## config.mk

```make
export PLATFORM = sky130hd
export DESIGN_NAME = rv32_fetch_pc_unit
export DESIGN_NICKNAME = d
export VERILOG_FILES = /design/src/rtl/rv32_pkg.sv /design/src/rtl/fetch_inst_buf.sv /design/src/rtl/rv32_fetch_pc_unit.sv
export SDC_FILE = /design/constraint.sdc
export NUM_CORES = 1
export LEC_CHECK = 0
export CAP_MARGIN = 40
export CELL_PAD_IN_SITES_DETAIL_PLACEMENT = 1
export CELL_PAD_IN_SITES_GLOBAL_PLACEMENT = 2
export CORE_UTILIZATION = 24
export DETAILED_ROUTE_END_ITERATION = 12
export GPL_TIMING_DRIVEN = 0
export PLACE_DENSITY = 0.91
export REMOVE_ABC_BUFFERS = 1
export SETUP_SLACK_MARGIN = 0.02
export SLEW_MARGIN = 25
export SYNTH_ARGS = -nofsm -noshare
export SYNTH_HDL_FRONTEND = slang
export SYNTH_SLANG_ARGS = --single-unit
```

## constraint.sdc

```tcl
create_clock -name ip_clk -period 2.25 [get_ports ip_clk]
set_input_delay 0.3375 -clock ip_clk [delete_from_list [all_inputs] [get_ports ip_clk]]
set_output_delay 0.3375 -clock ip_clk [all_outputs]
set_load 0.005 [all_outputs]
```

## src/rtl/rv32_pkg.sv

```systemverilog
// rtl/rv32_pkg.sv - shared RV32I constants and fetch state encoding
package rv32_pkg;

  localparam int          XLEN     = 32;
  localparam logic [31:0] INST_NOP = 32'h0000_0013;
  localparam int          PC_STEP  = 4;

  typedef enum logic [1:0] {
    REQ  = 2'd0,
    WAIT = 2'd1,
    HALT = 2'd2
  } fetch_state_e;

endpackage

```

## src/rtl/fetch_inst_buf.sv

```systemverilog
// rtl/fetch_inst_buf.sv - one-entry instruction/PC holding register for decode
module fetch_inst_buf #(
  parameter int XLEN = 32
) (
  input  logic            clk,
  input  logic            rst,
  input  logic            clear,
  input  logic            load,
  input  logic [31:0]     load_inst,
  input  logic [XLEN-1:0] load_pc,
  input  logic            consume,
  output logic            valid,
  output logic [31:0]     inst,
  output logic [XLEN-1:0] pc
);
  import rv32_pkg::*;

  // clear beats load so a redirect squashes a response landing in the same cycle
  always_ff @(posedge clk) begin
    if (rst) begin
      valid <= 1'b0;
      inst  <= INST_NOP;
      pc    <= '0;
    end else if (clear) begin
      valid <= 1'b0;
    end else if (load) begin
      valid <= 1'b1;
      inst  <= load_inst;
      pc    <= load_pc;
    end else if (consume) begin
      valid <= 1'b0;
    end
  end

endmodule

```

## src/rtl/rv32_fetch_pc_unit.sv

```systemverilog
// rtl/rv32_fetch_pc_unit.sv - RV32I program counter and single-outstanding instruction fetch
module rv32_fetch_pc_unit #(
  parameter int              XLEN     = rv32_pkg::XLEN,
  parameter logic [XLEN-1:0] RESET_PC = '0
) (
  input  logic            ip_clk,
  input  logic            ip_rst,
  input  logic            ip_Redirect,
  input  logic [XLEN-1:0] ip_Target,
  output logic            op_Imem_Req,
  output logic [XLEN-1:0] op_Imem_Addr,
  input  logic            ip_Imem_Ready,
  input  logic            ip_Imem_Valid,
  input  logic [31:0]     ip_Imem_Data,
  output logic            op_Inst_Valid,
  output logic [31:0]     op_Inst,
  output logic [XLEN-1:0] op_Inst_PC,
  input  logic            ip_Dec_Ready,
  output logic            op_Fault
);
  import rv32_pkg::*;

  fetch_state_e    state, state_n;
  logic [XLEN-1:0] pc, pc_n;
  logic            kill, kill_n;
  logic            fault, fault_n;
  logic            buf_valid, buf_load, buf_clear;
  logic            accept, consume, resp_pending, misaligned;

  assign misaligned   = ip_Target[1:0] != 2'b00;
  // a response is still owed after this edge; outside WAIT only a killed one can be
  assign resp_pending = ((state == WAIT) | kill) & !ip_Imem_Valid;

  // kill in REQ means a pre-reset response is still due; hold off so only one is ever in flight
  assign op_Imem_Req   = (state == REQ) & (!buf_valid | ip_Dec_Ready) & !ip_Redirect
                         & !kill & !ip_rst;
  assign op_Imem_Addr  = pc;
  assign accept        = op_Imem_Req & ip_Imem_Ready;
  assign op_Inst_Valid = buf_valid & !ip_Redirect;
  assign consume       = op_Inst_Valid & ip_Dec_Ready;
  assign op_Fault      = fault;

  always_comb begin
    state_n   = state;
    pc_n      = pc;
    kill_n    = kill;
    fault_n   = fault;
    buf_load  = 1'b0;
    buf_clear = 1'b0;
    case (state)
      REQ: begin
        if (ip_Imem_Valid) kill_n = 1'b0;
        if (accept) state_n = WAIT;
      end
      WAIT: begin
        if (ip_Imem_Valid) begin
          state_n = REQ;
          kill_n  = 1'b0;
          if (!kill) begin
            buf_load = 1'b1;
            pc_n     = pc + XLEN'(PC_STEP);
          end
        end
      end
      HALT: begin
        if (ip_Imem_Valid) kill_n = 1'b0;
      end
      default: state_n = REQ;
    endcase
    if (ip_Redirect && state != HALT) begin
      buf_load  = 1'b0;
      buf_clear = 1'b1;
      pc_n      = ip_Target;
      kill_n    = resp_pending;
      if (misaligned) begin
        state_n = HALT;
        fault_n = 1'b1;
      end else begin
        state_n = (state == WAIT && resp_pending) ? WAIT : REQ;
      end
    end
  end

  always_ff @(posedge ip_clk) begin
    if (ip_rst) begin
      state <= REQ;
      pc    <= RESET_PC;
      kill  <= resp_pending;
      fault <= 1'b0;
    end else begin
      state <= state_n;
      pc    <= pc_n;
      kill  <= kill_n;
      fault <= fault_n;
    end
  end

  fetch_inst_buf #(.XLEN(XLEN)) u_inst_buf (
    .clk       (ip_clk),
    .rst       (ip_rst),
    .clear     (buf_clear),
    .load      (buf_load),
    .load_inst (ip_Imem_Data),
    .load_pc   (pc),
    .consume   (consume),
    .valid     (buf_valid),
    .inst      (op_Inst),
    .pc        (op_Inst_PC)
  );

endmodule

```

# Yosys cells after proc, flatten, opt, wreduce, memory -nomap -nowiden

Index checks and enable logic that the tools add are counted.

Eq/ne operators: 7
Bitwise operators: 11
Reduce and logical (&&, ||, !) cells: 21
Mux-type cells: 21
Add/sub/neg operators: 1

Operator list:

| operator                | count |
|---|---|
| $mux W32                | 4 |
| $add A32 B3 Y32 const B | 1 |
| $mux W1                 | 12 |
| $and A1 B1 Y1           | 8 |
| $mux W2                 | 4 |
| $reduce_bool A2 Y1      | 4 |
| $ne A3 B2 Y1 const B    | 2 |
| $pmux W2 S3             | 1 |
| $reduce_and A2 Y1       | 3 |
| $reduce_and A3 Y1       | 2 |
| $reduce_bool A3 Y1      | 2 |
| $logic_not A1 Y1        | 5 |
| $ne A2 B2 Y1 const B    | 2 |
| $reduce_or A3 Y1        | 1 |
| $eq A2 B1 Y1 const B    | 1 |
| $eq A2 B2 Y1 const B    | 1 |
| $logic_and A1 B1 Y1     | 2 |
| $logic_not A2 Y1        | 1 |
| $ne A2 B1 Y1 const B    | 1 |
| $or A1 B1 Y1            | 2 |
| $reduce_or A2 Y1        | 1 |
| $not A1 Y1              | 1 |

Output and inout bits: 99
Register bits after elaboration: 101

# Logic depth before layout (Yosys ltp)

Gate-level depths: netlist of the first run.

Depth in word-level cells: 10
Mapped depth: 8
Depth with buffers taken out: 6

# Hierarchy

A second synthesis of the first run with hierarchy kept.

Cells, all modules: 550
Area, all modules: 5173.7 um^2

Modules (own cells, without submodules):

| module             | cells an instance | times used | area an instance (um^2) |
|---|---|---|---|
| fetch_inst_buf     | 294               | 1          | 3135.5 |
| rv32_fetch_pc_unit | 256               | 1          | 2038.2 |

# Least setup slack after synthesis of the first run

No wires, ideal clock.

Path type: reg2reg
Start point: reg pc[18] (netlist: op_Imem_Addr[18])
End point: reg pc[24] (netlist: op_Imem_Addr[24])
Cell stages (with the launch flop): 6
Data required time: 2.176 ns
Setup slack: 0.297 ns
Buffers on the path: 1
Setup time: 0.074 ns
Arrival: 1.878 ns
Path through: dfxtp_1 -> nand4_2 -> or4_1 -> buf_2 -> or4_1 -> a31oi_1

Word-level cells in the longest chain between the ends: 5

RTL lines:

| what                   | line                     | RTL |
|---|---|---|
| from (decl)            | rv32_fetch_pc_unit.sv:24 | `logic [XLEN-1:0] pc, pc_n;` |
| from (signal assigned) | rv32_fetch_pc_unit.sv:92 | `pc <= pc_n;` |
| $add A32 B3 Y32        | rv32_fetch_pc_unit.sv:61 | `pc_n = pc + XLEN'(PC_STEP);` |
| $mux W32               | rv32_fetch_pc_unit.sv:59 | `if (!kill) begin` |
| $mux W32               | rv32_fetch_pc_unit.sv:56 | `if (ip_Imem_Valid) begin` |
| $mux W32               | rv32_fetch_pc_unit.sv:50 | `case (state)` |
| $mux W32               | rv32_fetch_pc_unit.sv:70 | `if (ip_Redirect && state != HALT) begin` |

Every way passes these cells. The select of a mux whose other input is x is not followed.
A chain may end at the register's enable or synchronous reset.

# Final worst setup path of the first run

Start point: reg kill
End point: reg pc[22] (netlist: op_Imem_Addr[22])

Word-level cells in the longest chain between the ends: 2

RTL lines:

| what                        | line                     | RTL |
|---|---|---|
| from (decl)                 | rv32_fetch_pc_unit.sv:25 | `logic kill, kill_n;` |
| from (signal assigned)      | rv32_fetch_pc_unit.sv:88 | `kill <= resp_pending;` |
| from (signal assigned)      | rv32_fetch_pc_unit.sv:93 | `kill <= kill_n;` |
| $ne A2 B1 Y1 (no line)      | --                       |  |
| $reduce_and A3 Y1 (no line) | --                       |  |

Every way passes these cells.

==> impl_metrics.xml, run 1 <==
<?xml version="1.0" encoding="UTF-8"?>
<metrics>
  <group name="layout">
    <metric name="drive_above_1_share" unit="">0.0700</metric>
    <metric name="final_common_cell" unit="">sky130_fd_sc_hd__clkdlybuf4s50_1</metric>
    <metric name="antenna-diode-count" unit="">0</metric>
    <metric name="layout_common_cells" unit="">sky130_fd_sc_hd__clkdlybuf4s50_1, sky130_fd_sc_hd__nand2_1, sky130_fd_sc_hd__dfxtp_1</metric>
    <metric name="layout-area-overhead-vs-synth" unit="%">54.6</metric>
    <metric name="final_net_count" unit="">780</metric>
  </group>
  <group name="cts">
    <metric name="tritoncts_buffer_count" unit="">9</metric>
    <metric name="cts.root.buffer_cell" unit="">sky130_fd_sc_hd__clkbuf_16</metric>
    <metric name="clkSinkCount" unit="">101</metric>
    <metric name="tritoncts" unit="">yes</metric>
    <metric name="cts.path.max_buffers" unit="">2</metric>
    <metric name="clock_latency" unit="ns">0.35</metric>
    <metric name="cts-htree-levels" unit="">3</metric>
    <metric name="cts.clk_slew.worst_paths" unit="ns">0.07</metric>
  </group>
  <group name="power">
    <metric name="static_leakage" unit="uW">0.00220</metric>
    <metric name="share_clk_of_total_power" unit="">0.427</metric>
    <metric name="power_density" unit="nW/um2">614</metric>
    <metric name="power_switching" unit="uW">1000</metric>
    <metric name="cell_internal_pwr" unit="uW">3150</metric>
    <metric name="power_frac_seq" unit="">0.465</metric>
    <metric name="vdd_ir_drop_max" unit="V">0.000519</metric>
    <metric name="switching_share" unit="">0.242</metric>
    <metric name="comb_power_share" unit="">0.109</metric>
  </group>
  <group name="critical_path">
    <metric name="critPathCaptureType" unit="">register</metric>
    <metric name="data_arrival_time_of_the_worst_path" unit="ns">2.40</metric>
    <metric name="critical_path_class" unit="">reg -&gt; reg</metric>
    <metric name="slowest_delay" unit="ns">0.50</metric>
    <metric name="reg2regPathDepth" unit="">6</metric>
    <metric name="r2r_slack" unit="ns">0.13</metric>
    <metric name="worst_path_max_delay_cell" unit="">sky130_fd_sc_hd__or4_1</metric>
    <metric name="crit_chain" unit="">nor4bb_4 &gt; buf_4 &gt; nand2b_4 &gt; buf_12 &gt; or4_1 &gt; a31oi_1</metric>
    <metric name="cp_max_fo" unit="">31</metric>
    <metric name="crit_family" unit="">simple AND/OR/NAND/NOR gates</metric>
    <metric name="crit-reg2reg-capture" unit="">op_Imem_Addr[22]</metric>
    <metric name="crit-reg2reg-launch" unit="">kill</metric>
    <metric name="critical_path.startpoint" unit="">kill</metric>
    <metric name="required_time_at_the_worst_slack_endpoint" unit="ns">2.54</metric>
    <metric name="worstPathBufferInverterCount" unit="">2</metric>
    <metric name="cp-start-kind" unit="">register</metric>
  </group>
  <group name="sta">
    <metric name="worst_slack" unit="ns">0.132</metric>
    <metric name="rsz0062_at_grt" unit="">yes</metric>
    <metric name="layout_worst_path_cycle_share" unit="">0.941</metric>
    <metric name="timing.final.setup_violations" unit="">0</metric>
    <metric name="period_needed" unit="ns">2.12</metric>
    <metric name="maxClockFrequency" unit="MHz">472</metric>
    <metric name="final.setup_skew" unit="ns">0.00625</metric>
    <metric name="hold_violations" unit="">0</metric>
    <metric name="worst_slew_margin_rel" unit="">0.520</metric>
    <metric name="finalSetupTns" unit="ns">0</metric>
    <metric name="timing_max_transition_violations_final" unit="">0</metric>
    <metric name="worst-slew-pin-transition" unit="ns">0.720</metric>
  </group>
  <group name="routing">
    <metric name="post_drt_wl_per_cell" unit="um">16.9</metric>
    <metric name="drc_errors_left" unit="">0</metric>
    <metric name="antenna_left" unit="">0</metric>
    <metric name="totalWireLength" unit="um">15900</metric>
    <metric name="dr.first_iter.drc_count" unit="">124</metric>
    <metric name="detailed_route_vias_per_instance" unit="">4.82</metric>
    <metric name="num_vias" unit="">4549</metric>
    <metric name="drt_first_pass_iters" unit="">4</metric>
  </group>
  <group name="synthesis">
    <metric name="ys_ff_latch" unit="">101</metric>
    <metric name="yosysWarnings" unit="">0</metric>
    <metric name="synth_top_area_cell" unit="">sky130_fd_sc_hd__dfxtp_1</metric>
    <metric name="synth.yosys.seq_area_share" unit="">0.464</metric>
    <metric name="largest_family_of_logic_cells_by_synthesized_area" unit="">simple AND/OR/NAND/NOR gates</metric>
    <metric name="synth-simple-area-share" unit="">0.264</metric>
    <metric name="ys_dominant_reg_cell" unit="">sky130_fd_sc_hd__dfxtp_1</metric>
    <metric name="synthArstFlopShare" unit="">0</metric>
    <metric name="synth_edf_count" unit="">1</metric>
    <metric name="synth_compound_area_frac" unit="">0.191</metric>
    <metric name="post_synth_main_area_contributors" unit="">sky130_fd_sc_hd__dfxtp_1, sky130_fd_sc_hd__nand2_1, sky130_fd_sc_hd__a21oi_1, sky130_fd_sc_hd__a22oi_1, sky130_fd_sc_hd__clkbuf_1</metric>
    <metric name="fraction_of_post_synthesis_cell_area_in_the_top_cell_type_by_area" unit="">0.458</metric>
    <metric name="yosys.area_share.adder" unit="">0.00286</metric>
    <metric name="synth_xor_xnor_area_share" unit="">0.0220</metric>
    <metric name="mux_cell_area_share_after_synthesis" unit="">0.00229</metric>
    <metric name="netlist_area" unit="um2">4380</metric>
    <metric name="synth.distinct_cells" unit="">52</metric>
    <metric name="syn_inst" unit="">558</metric>
    <metric name="syn-mean-instance-area" unit="um2">7.84</metric>
  </group>
  <group name="floorplan">
    <metric name="rows" unit="">49</metric>
    <metric name="initial_core_util" unit="">0.244</metric>
    <metric name="ports" unit="">169</metric>
    <metric name="dieArea" unit="um2">18800</metric>
    <metric name="die_h" unit="um">137</metric>
    <metric name="core_area" unit="um2">17900</metric>
    <metric name="die_x" unit="um">137</metric>
  </group>
  <group name="grt">
    <metric name="antenna_violations_before_repair" unit="">0</metric>
    <metric name="grt_pass1_vias" unit="">4448</metric>
    <metric name="grt_remaining_overflow" unit="">0</metric>
    <metric name="grt_pass1_wl" unit="um">24400</metric>
    <metric name="grt_total_usage" unit="">0.169</metric>
    <metric name="grt_max_degree" unit="">57</metric>
  </group>
  <group name="worst_hold_path">
    <metric name="hold_path.class" unit="">in -&gt; reg</metric>
    <metric name="min_to" unit="">u_inst_buf.inst[2]</metric>
    <metric name="holdCritStartpoint" unit="">ip_rst</metric>
    <metric name="whs_path_depth" unit="">2</metric>
  </group>
  <group name="placed_design">
    <metric name="dp_slack" unit="ns">-1.09</metric>
    <metric name="place.gp.congestion" unit="">0.696</metric>
    <metric name="io_buffers" unit="">168</metric>
    <metric name="dp_hpwl" unit="um">10500</metric>
  </group>
  <group name="status">
    <metric name="outcome" unit="">complete, no violations</metric>
  </group>
  <group name="run">
    <metric name="cap_viol_max_count" unit="">0</metric>
  </group>
</metrics>
==> cell type report <==
class	instances	area, um2
clock buffers	11	254
clock inverters	5	81.3
fillers	2108	11100
inverters	8	30.0
multi-input cells	406	2180
flip-flops and latches	101	2040
well taps	229	287
repair buffers	183	1900
==> routing by layer <==
layer / part of all wire / wire length [um] / vias to the layer above / GRT usage
li1: - / - / 2249 / -
met1: 0.47 / 7450 / 2170 / 0.212
met2: 0.47 / 7490 / 120 / 0.288
met3: 0.055 / 873 / 10 / 0.0467
met4: 0.0073 / 117 / 0 / 0.0366
met5: 0 / 0 / - / 0
==> worst reg2reg max path, stage by stage (launching register included) <==
cell                       delay [ns]
sky130_fd_sc_hd__edfxtp_1        0.45
sky130_fd_sc_hd__nor4bb_4        0.31
sky130_fd_sc_hd__buf_4           0.21
sky130_fd_sc_hd__nand2b_4        0.18
sky130_fd_sc_hd__buf_12          0.23
sky130_fd_sc_hd__or4_1           0.51
sky130_fd_sc_hd__a31oi_1         0.16
==> power by group through the flow <==
| stage | Combinational (uW) | Sequential [uW] | Clock, uW |
|---|---|---|---|
| finish | 452 | 1930 | 1770 |
| global placement | 424 | 1970 | 0 |
| global route | 494 | 1940 | 1910 |
| CTS | 453 | 1930 | 1840 |
| detailed placement | 444 | 1970 | 0 |
| floorplan | 133 | 1950 | 0 |
==> sequential cells by signal, indices dropped and copies added (netlist names) <==
name,count
u_inst_buf.inst,32
u_inst_buf.pc,32
op_Imem_Addr,32
state,2
kill,1
op_Fault,1
u_inst_buf.valid,1
==> kinds of logic after synthesis <==
logic type | count (synthesis)
flip-flops | 101
AO/OA/AOI/OAI | 139
buffers and inverters | 53
AND/OR/NAND/NOR | 252
multiplexers | 1
XOR/XNOR | 11
adder cells (fa/ha/maj) | 1
==> synthesized netlist by cell type (3+ instances only) <==
master	number
sky130_fd_sc_hd__a21oi_1	74
sky130_fd_sc_hd__a22oi_1	17
sky130_fd_sc_hd__a31oi_1	10
sky130_fd_sc_hd__a32oi_1	3
sky130_fd_sc_hd__and2_1	3
sky130_fd_sc_hd__buf_1	4
sky130_fd_sc_hd__buf_2	5
sky130_fd_sc_hd__buf_4	4
sky130_fd_sc_hd__clkbuf_1	30
sky130_fd_sc_hd__dfxtp_1	100
sky130_fd_sc_hd__inv_1	8
sky130_fd_sc_hd__nand2_1	151
sky130_fd_sc_hd__nand2b_1	3
sky130_fd_sc_hd__nand3_1	19
sky130_fd_sc_hd__nand3b_1	3
sky130_fd_sc_hd__nand4_1	14
sky130_fd_sc_hd__nor2_1	26
sky130_fd_sc_hd__nor2b_1	3
sky130_fd_sc_hd__nor3_1	8
sky130_fd_sc_hd__o211ai_1	3
sky130_fd_sc_hd__o21ai_0	7
sky130_fd_sc_hd__o22ai_1	9
sky130_fd_sc_hd__or3_1	4
sky130_fd_sc_hd__or4_1	4
sky130_fd_sc_hd__xnor2_1	5
sky130_fd_sc_hd__xor2_1	6
==> how the worst max path moves through the flow <==
| stage | depth (start not counted) | endpoint | slack [ns] |
|---|---|---|---|
| final | 6 | op_Imem_Addr[22] | 0.13 |
| after detailed placement | 6 | op_Imem_Addr[22] | -1.09 |
| after global routing | 6 | op_Imem_Addr[22] | 0.002 |
| after CTS | 7 | op_Imem_Addr[22] | 0.0003 |
| after global placement | 5 | op_Imem_Addr[26] | -6.45 |
| after floorplan | 4 | op_Imem_Addr[16] | -2.38 |
==> what timing repair did <==
action                     CTS  global route
pin swaps                    1             0
hold buffers                 0             0
setup buffers                7             1
gates resized for setup      6             6
setup endpoints to repair   94             5
gates cloned                 1             1
==> through the flow <==
stage	cells	util	hold WS, ns	instance area (um2)	power (uW)
finish	943	0.378	0.385	6770	4160
global placement	910	0.343	0.439	6140	2400
detailed placement	917	0.354	0.439	6330	2420
CTS	941	0.376	0.382	6730	4230
global route	943	0.378	0.400	6770	4340
floorplan	513	-	0.407	4170	2080
(Power assumes the default switching activity.)
==> run 2, diff against run 1 <==
==> constraint.sdc (replaced) <==
create_clock -name ip_clk -period 2.3 [get_ports ip_clk]
set_input_delay 0.345 -clock ip_clk [delete_from_list [all_inputs] [get_ports ip_clk]]
set_output_delay 0.345 -clock ip_clk [all_outputs]
set_load 0.005 [all_outputs]
==> impl_metrics.xml, run 2 (synthesis gave the netlist of run 1 again) <==
<?xml version="1.0" encoding="UTF-8"?>
<metrics>
  <group name="cts">
    <metric name="clkSinkCount" unit="">101</metric>
    <metric name="clock_latency" unit="ns">0.35</metric>
    <metric name="tritoncts" unit="">yes</metric>
    <metric name="cts.root.buffer_cell" unit="">sky130_fd_sc_hd__clkbuf_16</metric>
    <metric name="cts-htree-levels" unit="">3</metric>
    <metric name="tritoncts_buffer_count" unit="">9</metric>
    <metric name="cts.path.max_buffers" unit="">2</metric>
    <metric name="cts.clk_slew.worst_paths" unit="ns">0.07</metric>
  </group>
  <group name="layout">
    <metric name="layout.cells.non_filler" unit="">943</metric>
    <metric name="final_common_cell" unit="">sky130_fd_sc_hd__clkdlybuf4s50_1</metric>
    <metric name="layout_common_cells" unit="">sky130_fd_sc_hd__clkdlybuf4s50_1, sky130_fd_sc_hd__nand2_1, sky130_fd_sc_hd__dfxtp_1</metric>
    <metric name="layout-area-overhead-vs-synth" unit="%">54.6</metric>
    <metric name="fill_cells" unit="">2110</metric>
    <metric name="antenna-diode-count" unit="">0</metric>
    <metric name="drive_above_1_share" unit="">0.0686</metric>
    <metric name="final_net_count" unit="">780</metric>
  </group>
  <group name="sta">
    <metric name="worst_slack" unit="ns">0.170</metric>
    <metric name="worst_slew_margin_rel" unit="">0.525</metric>
    <metric name="period_needed" unit="ns">2.13</metric>
    <metric name="rsz0062_at_grt" unit="">no</metric>
    <metric name="timing_max_transition_violations_final" unit="">0</metric>
    <metric name="final.setup_skew" unit="ns">0.00694</metric>
    <metric name="layout_worst_path_cycle_share" unit="">0.926</metric>
    <metric name="maxClockFrequency" unit="MHz">470</metric>
    <metric name="hold_violations" unit="">0</metric>
    <metric name="worst-slew-pin-transition" unit="ns">0.712</metric>
    <metric name="timing.final.setup_violations" unit="">0</metric>
  </group>
  <group name="grt">
    <metric name="grt_remaining_overflow" unit="">0</metric>
    <metric name="grt_pass1_wl" unit="um">24400</metric>
    <metric name="grt_pass1_vias" unit="">4445</metric>
    <metric name="antenna_violations_before_repair" unit="">0</metric>
    <metric name="grt_total_usage" unit="">0.169</metric>
    <metric name="grt_max_degree" unit="">57</metric>
  </group>
  <group name="floorplan">
    <metric name="core_area" unit="um2">17900</metric>
    <metric name="die_x" unit="um">137</metric>
    <metric name="ports" unit="">169</metric>
    <metric name="rows" unit="">49</metric>
    <metric name="initial_core_util" unit="">0.244</metric>
    <metric name="dieArea" unit="um2">18800</metric>
    <metric name="die_h" unit="um">137</metric>
  </group>
  <group name="power">
    <metric name="power.total" unit="uW">4060</metric>
    <metric name="vdd_ir_drop_max" unit="V">0.000507</metric>
    <metric name="power_density" unit="nW/um2">601</metric>
    <metric name="static_leakage" unit="uW">0.00220</metric>
  </group>
  <group name="placed_design">
    <metric name="io_buffers" unit="">168</metric>
    <metric name="place_inst" unit="">917</metric>
    <metric name="place.gp.congestion" unit="">0.696</metric>
    <metric name="dp_hpwl" unit="um">10500</metric>
    <metric name="dp_slack" unit="ns">-1.05</metric>
  </group>
  <group name="routing">
    <metric name="wirelength_met1" unit="um">7370</metric>
    <metric name="drc_errors_left" unit="">0</metric>
    <metric name="met2RoutedLength" unit="um">7440</metric>
    <metric name="met3WireLength" unit="um">926</metric>
    <metric name="num_vias" unit="">4545</metric>
    <metric name="detailed_route_vias_per_instance" unit="">4.82</metric>
    <metric name="routed.top_layer" unit="">met4</metric>
    <metric name="totalWireLength" unit="um">15900</metric>
    <metric name="antenna_left" unit="">0</metric>
    <metric name="dr.first_iter.drc_count" unit="">148</metric>
    <metric name="drt_first_pass_iters" unit="">4</metric>
    <metric name="post_drt_wl_per_cell" unit="um">16.8</metric>
  </group>
  <group name="worst_hold_path">
    <metric name="hold_path.class" unit="">in -&gt; reg</metric>
  </group>
  <group name="critical_path">
    <metric name="critical_path_class" unit="">reg -&gt; reg</metric>
    <metric name="cp-start-kind" unit="">register</metric>
    <metric name="required_time_at_the_worst_slack_endpoint" unit="ns">2.58</metric>
    <metric name="data_arrival_time_of_the_worst_path" unit="ns">2.41</metric>
    <metric name="cp_max_fo" unit="">31</metric>
    <metric name="critPathCaptureType" unit="">register</metric>
  </group>
  <group name="status">
    <metric name="outcome" unit="">complete, no violations</metric>
  </group>
  <group name="run">
    <metric name="cap_viol_max_count" unit="">0</metric>
  </group>
</metrics>
run 2: cell count changes in the layout (fill, tap and decap cells not counted):
cell and delta:
sky130_fd_sc_hd__dfxtp_1 +1, sky130_fd_sc_hd__dfxtp_4 -1
run 2: cell type report:
cell class | count | area [um2] | share of cell area
Clock buffer | 11 | 254 | 0.0376
Clock inverter | 5 | 81.3 | 0.0120
Inverter | 8 | 30.0 | 0.00444
Tap cell | 229 | 287 | 0.0424
Multi-Input combinational cell | 406 | 2180 | 0.322
Timing Repair Buffer | 183 | 1900 | 0.281
Sequential cell | 101 | 2040 | 0.301
run 2: critical path, cell delays in order (launching register included):
cell and delay, ns:
sky130_fd_sc_hd__dfxtp_1 0.42, sky130_fd_sc_hd__nor4bb_4 0.35, sky130_fd_sc_hd__buf_4 0.21, sky130_fd_sc_hd__nand2b_4 0.17, sky130_fd_sc_hd__buf_12 0.23, sky130_fd_sc_hd__or4_1 0.50
sky130_fd_sc_hd__a31oi_1 0.16
run 2: per-stage QoR:
step / util / setup TNS (ns) / hold WS [ns] / area, um2
floorplan: - / -154.55 / 0.414 / 4170
global placement: 0.343 / -460.72 / 0.439 / 6140
detailed placement: 0.354 / -59.55 / 0.439 / 6330
CTS: 0.376 / 0 / 0.389 / 6730
global route: 0.378 / 0 / 0.408 / 6760
finish: 0.378 / 0 / 0.393 / 6760
run 2: what timing repair did:
| item | 4_1_cts | 5_1_grt |
|---|---|---|
| gates resized for setup | 5 | 5 |
| setup endpoints to repair | 93 | 5 |
| pin swaps | 1 | 0 |
| cloned | 1 | 1 |
| hold buffers | 0 | 0 |
| setup buffers | 6 | 2 |
run 2: worst paths after layout:
path / start / cells past startpoint / endpoint / slack, ns
hold reg to reg: op_Fault / 2 / op_Fault / 0.45
setup / recovery: state[1] / 6 / op_Imem_Addr[22] / 0.17
setup reg to reg: state[1] / 6 / op_Imem_Addr[22] / 0.17
hold / removal: ip_rst / 2 / u_inst_buf.inst[2] / 0.39
run 2: layer usage:
layer	track usage	vias to the layer above
met5	0	-
met4	0.0366	0
met3	0.0467	10
met2	0.287	125
met1	0.212	2161
li1	-	2249
run 2: report_power, final:
group | internal (uW) | total, uW | switching (uW) | leakage, uW
registers | 1800 | 1890 | 89.8 | 0.000824
clock network | 1020 | 1730 | 711 | 0.000161
logic | 263 | 441 | 178 | 0.00122
total | 3080 | 4060 | 979 | 0.00220
==> run 3, diff against run 2 <==
--- a/config.mk
+++ b/config.mk
@@ -18,3 +18,4 @@
 export SYNTH_ARGS = -nofsm -noshare
 export SYNTH_HDL_FRONTEND = slang
 export SYNTH_SLANG_ARGS = --single-unit
+export TNS_END_PERCENT = 10
==> constraint.sdc (replaced) <==
create_clock -name ip_clk -period 2.15 [get_ports ip_clk]
set_input_delay 0.3225 -clock ip_clk [delete_from_list [all_inputs] [get_ports ip_clk]]
set_output_delay 0.3225 -clock ip_clk [all_outputs]
set_load 0.005 [all_outputs]
==> impl_metrics.xml, run 3 (synthesis gave the netlist of run 1 again) <==
<?xml version="1.0" encoding="UTF-8"?>
<metrics>
  <group name="status">
    <metric name="outcome" unit="">complete, no violations</metric>
  </group>
  <group name="routing">
    <metric name="totalWireLength" unit="um">15700</metric>
    <metric name="post_drt_wl_per_cell" unit="um">16.7</metric>
    <metric name="antenna_left" unit="">0</metric>
    <metric name="dr.first_iter.drc_count" unit="">145</metric>
    <metric name="num_vias" unit="">4528</metric>
    <metric name="detailed_route_vias_per_instance" unit="">4.80</metric>
    <metric name="drt_first_pass_iters" unit="">4</metric>
    <metric name="drc_errors_left" unit="">0</metric>
  </group>
  <group name="sta">
    <metric name="hold-worst-slack" unit="ns">0.372</metric>
    <metric name="layout_worst_path_cycle_share" unit="">0.981</metric>
    <metric name="worst_slew_margin_rel" unit="">0.528</metric>
    <metric name="hold_violations" unit="">0</metric>
    <metric name="final.setup_skew" unit="ns">0.00605</metric>
    <metric name="worst-slew-pin-transition" unit="ns">0.708</metric>
    <metric name="period_needed" unit="ns">2.11</metric>
    <metric name="timing.final.setup_violations" unit="">0</metric>
    <metric name="rsz0062_at_grt" unit="">yes</metric>
    <metric name="maxClockFrequency" unit="MHz">474</metric>
    <metric name="timing_max_transition_violations_final" unit="">0</metric>
  </group>
  <group name="critical_path">
    <metric name="data_arrival_time_of_the_worst_path" unit="ns">2.39</metric>
    <metric name="worst_path_max_delay_cell" unit="">sky130_fd_sc_hd__edfxtp_1</metric>
    <metric name="cp_max_fo" unit="">31</metric>
    <metric name="crit_family" unit="">simple AND/OR/NAND/NOR gates</metric>
    <metric name="critPathCaptureType" unit="">register</metric>
    <metric name="worstPathBufferInverterCount" unit="">2</metric>
    <metric name="critical_path_class" unit="">reg -&gt; reg</metric>
    <metric name="critical_path_depth" unit="">6</metric>
    <metric name="cp-start-kind" unit="">register</metric>
    <metric name="required_time_at_the_worst_slack_endpoint" unit="ns">2.43</metric>
    <metric name="crit_chain" unit="">nor4bb_4 &gt; buf_4 &gt; nand2b_4 &gt; buf_12 &gt; or4_1 &gt; a31oi_1</metric>
    <metric name="slowest_delay" unit="ns">0.49</metric>
    <metric name="reg2regPathDepth" unit="">6</metric>
  </group>
  <group name="power">
    <metric name="power.total" unit="uW">4350</metric>
    <metric name="power_switching" unit="uW">1040</metric>
    <metric name="static_leakage" unit="uW">0.00222</metric>
    <metric name="cell_internal_pwr" unit="uW">3310</metric>
    <metric name="power_density" unit="nW/um2">642</metric>
    <metric name="comb_power_share" unit="">0.109</metric>
    <metric name="vdd_ir_drop_max" unit="V">0.000543</metric>
    <metric name="switching_share" unit="">0.240</metric>
    <metric name="power_frac_seq" unit="">0.465</metric>
    <metric name="share_clk_of_total_power" unit="">0.425</metric>
  </group>
  <group name="floorplan">
    <metric name="rows" unit="">49</metric>
    <metric name="core_area" unit="um2">17900</metric>
    <metric name="die_x" unit="um">137</metric>
    <metric name="dieArea" unit="um2">18800</metric>
    <metric name="initial_core_util" unit="">0.244</metric>
    <metric name="die_h" unit="um">137</metric>
    <metric name="ports" unit="">169</metric>
  </group>
  <group name="cts">
    <metric name="cts.path.max_buffers" unit="">2</metric>
    <metric name="tritoncts" unit="">yes</metric>
    <metric name="post_cts_hold_buffer_count" unit="">0</metric>
    <metric name="tritoncts_buffer_count" unit="">9</metric>
    <metric name="cts-htree-levels" unit="">3</metric>
    <metric name="clkSinkCount" unit="">101</metric>
    <metric name="cts.root.buffer_cell" unit="">sky130_fd_sc_hd__clkbuf_16</metric>
    <metric name="cts.clk_slew.worst_paths" unit="ns">0.07</metric>
    <metric name="clock_latency" unit="ns">0.35</metric>
  </group>
  <group name="grt">
    <metric name="antenna_violations_before_repair" unit="">0</metric>
    <metric name="grt_pass1_wl" unit="um">24400</metric>
    <metric name="grt_max_degree" unit="">57</metric>
    <metric name="groute.layer.met3.usage" unit="">0.0467</metric>
    <metric name="grt_remaining_overflow" unit="">0</metric>
    <metric name="grt_pass1_vias" unit="">4445</metric>
    <metric name="grt_total_usage" unit="">0.169</metric>
    <metric name="grt_most_used_layer" unit="">met2</metric>
    <metric name="grt.met1_usage" unit="">0.212</metric>
    <metric name="met2_usage" unit="">0.287</metric>
  </group>
  <group name="layout">
    <metric name="layout-area-overhead-vs-synth" unit="%">54.9</metric>
    <metric name="drive_above_1_share" unit="">0.0756</metric>
    <metric name="layout.cells.non_filler" unit="">943</metric>
    <metric name="layout_common_cells" unit="">sky130_fd_sc_hd__clkdlybuf4s50_1, sky130_fd_sc_hd__nand2_1, sky130_fd_sc_hd__dfxtp_1</metric>
    <metric name="antenna-diode-count" unit="">0</metric>
    <metric name="final_common_cell" unit="">sky130_fd_sc_hd__clkdlybuf4s50_1</metric>
    <metric name="final_net_count" unit="">780</metric>
    <metric name="final_cell_area" unit="um2">6780</metric>
  </group>
  <group name="placed_design">
    <metric name="dpl_cell_area" unit="um2">6330</metric>
    <metric name="place.gp.congestion" unit="">0.696</metric>
    <metric name="dp_hpwl" unit="um">10500</metric>
    <metric name="io_buffers" unit="">168</metric>
    <metric name="place_inst" unit="">917</metric>
  </group>
  <group name="run">
    <metric name="cap_viol_max_count" unit="">0</metric>
  </group>
  <group name="worst_hold_path">
    <metric name="whs_path_depth" unit="">2</metric>
    <metric name="hold_path.class" unit="">in -&gt; reg</metric>
  </group>
</metrics>
## run 3: power by group through the flow
stage | registers (uW) | logic (uW) | clock network, uW
finish | 2020 | 475 | 1850
global route | 2040 | 520 | 2000
CTS | 2020 | 471 | 1930
detailed placement | 2070 | 465 | 0
global placement | 2060 | 444 | 0
floorplan | 2040 | 139 | 0
## run 3: cell type report
class | instances | area (um2)
Multi-Input combinational cell | 405 | 2170
Inverter | 8 | 30.0
Sequential cell | 101 | 2040
Timing Repair Buffer | 184 | 1910
Fill cell | 2104 | 11100
Tap cell | 229 | 287
Clock inverter | 5 | 81.3
Clock buffer | 11 | 254
## run 3: path summary, 6_finish.rpt
path | slack (ns) | end | start
worst max-delay path | 0.04 | op_Imem_Addr[22] | kill
worst min-delay path | 0.37 | u_inst_buf.inst[2] | ip_rst
worst max register to register | 0.04 | op_Imem_Addr[22] | kill
worst min register to register | 0.45 | op_Fault | op_Fault
## run 3: repair_timing
item / 4_1_cts / 5_1_grt
cloned: 1 / 0
endpoints found under the setup margin: 96 / 12
pin swaps: 5 / 4
resized for setup: 4 / 10
buffers inserted: 6 / 2
## run 3: through the flow
step / util / setup slack, ns / setup TNS (ns)
after floorplan: - / -2.48 / -168.20
after global placement: 0.343 / -6.54 / -473.84
after detailed placement: 0.354 / -1.18 / -72.24
after CTS: 0.376 / -0.154 / -0.154
after global routing: 0.379 / -0.101 / -0.264
final: 0.379 / 0.0414 / 0
## run 3: metal layers
metal	vias to the layer above	share of wire	routed length, um
li1	2248	-	-
met2	118	0.47	7430
met4	0	0.0090	141
met1	2152	0.46	7280
met5	-	0	0
met3	10	0.055	871
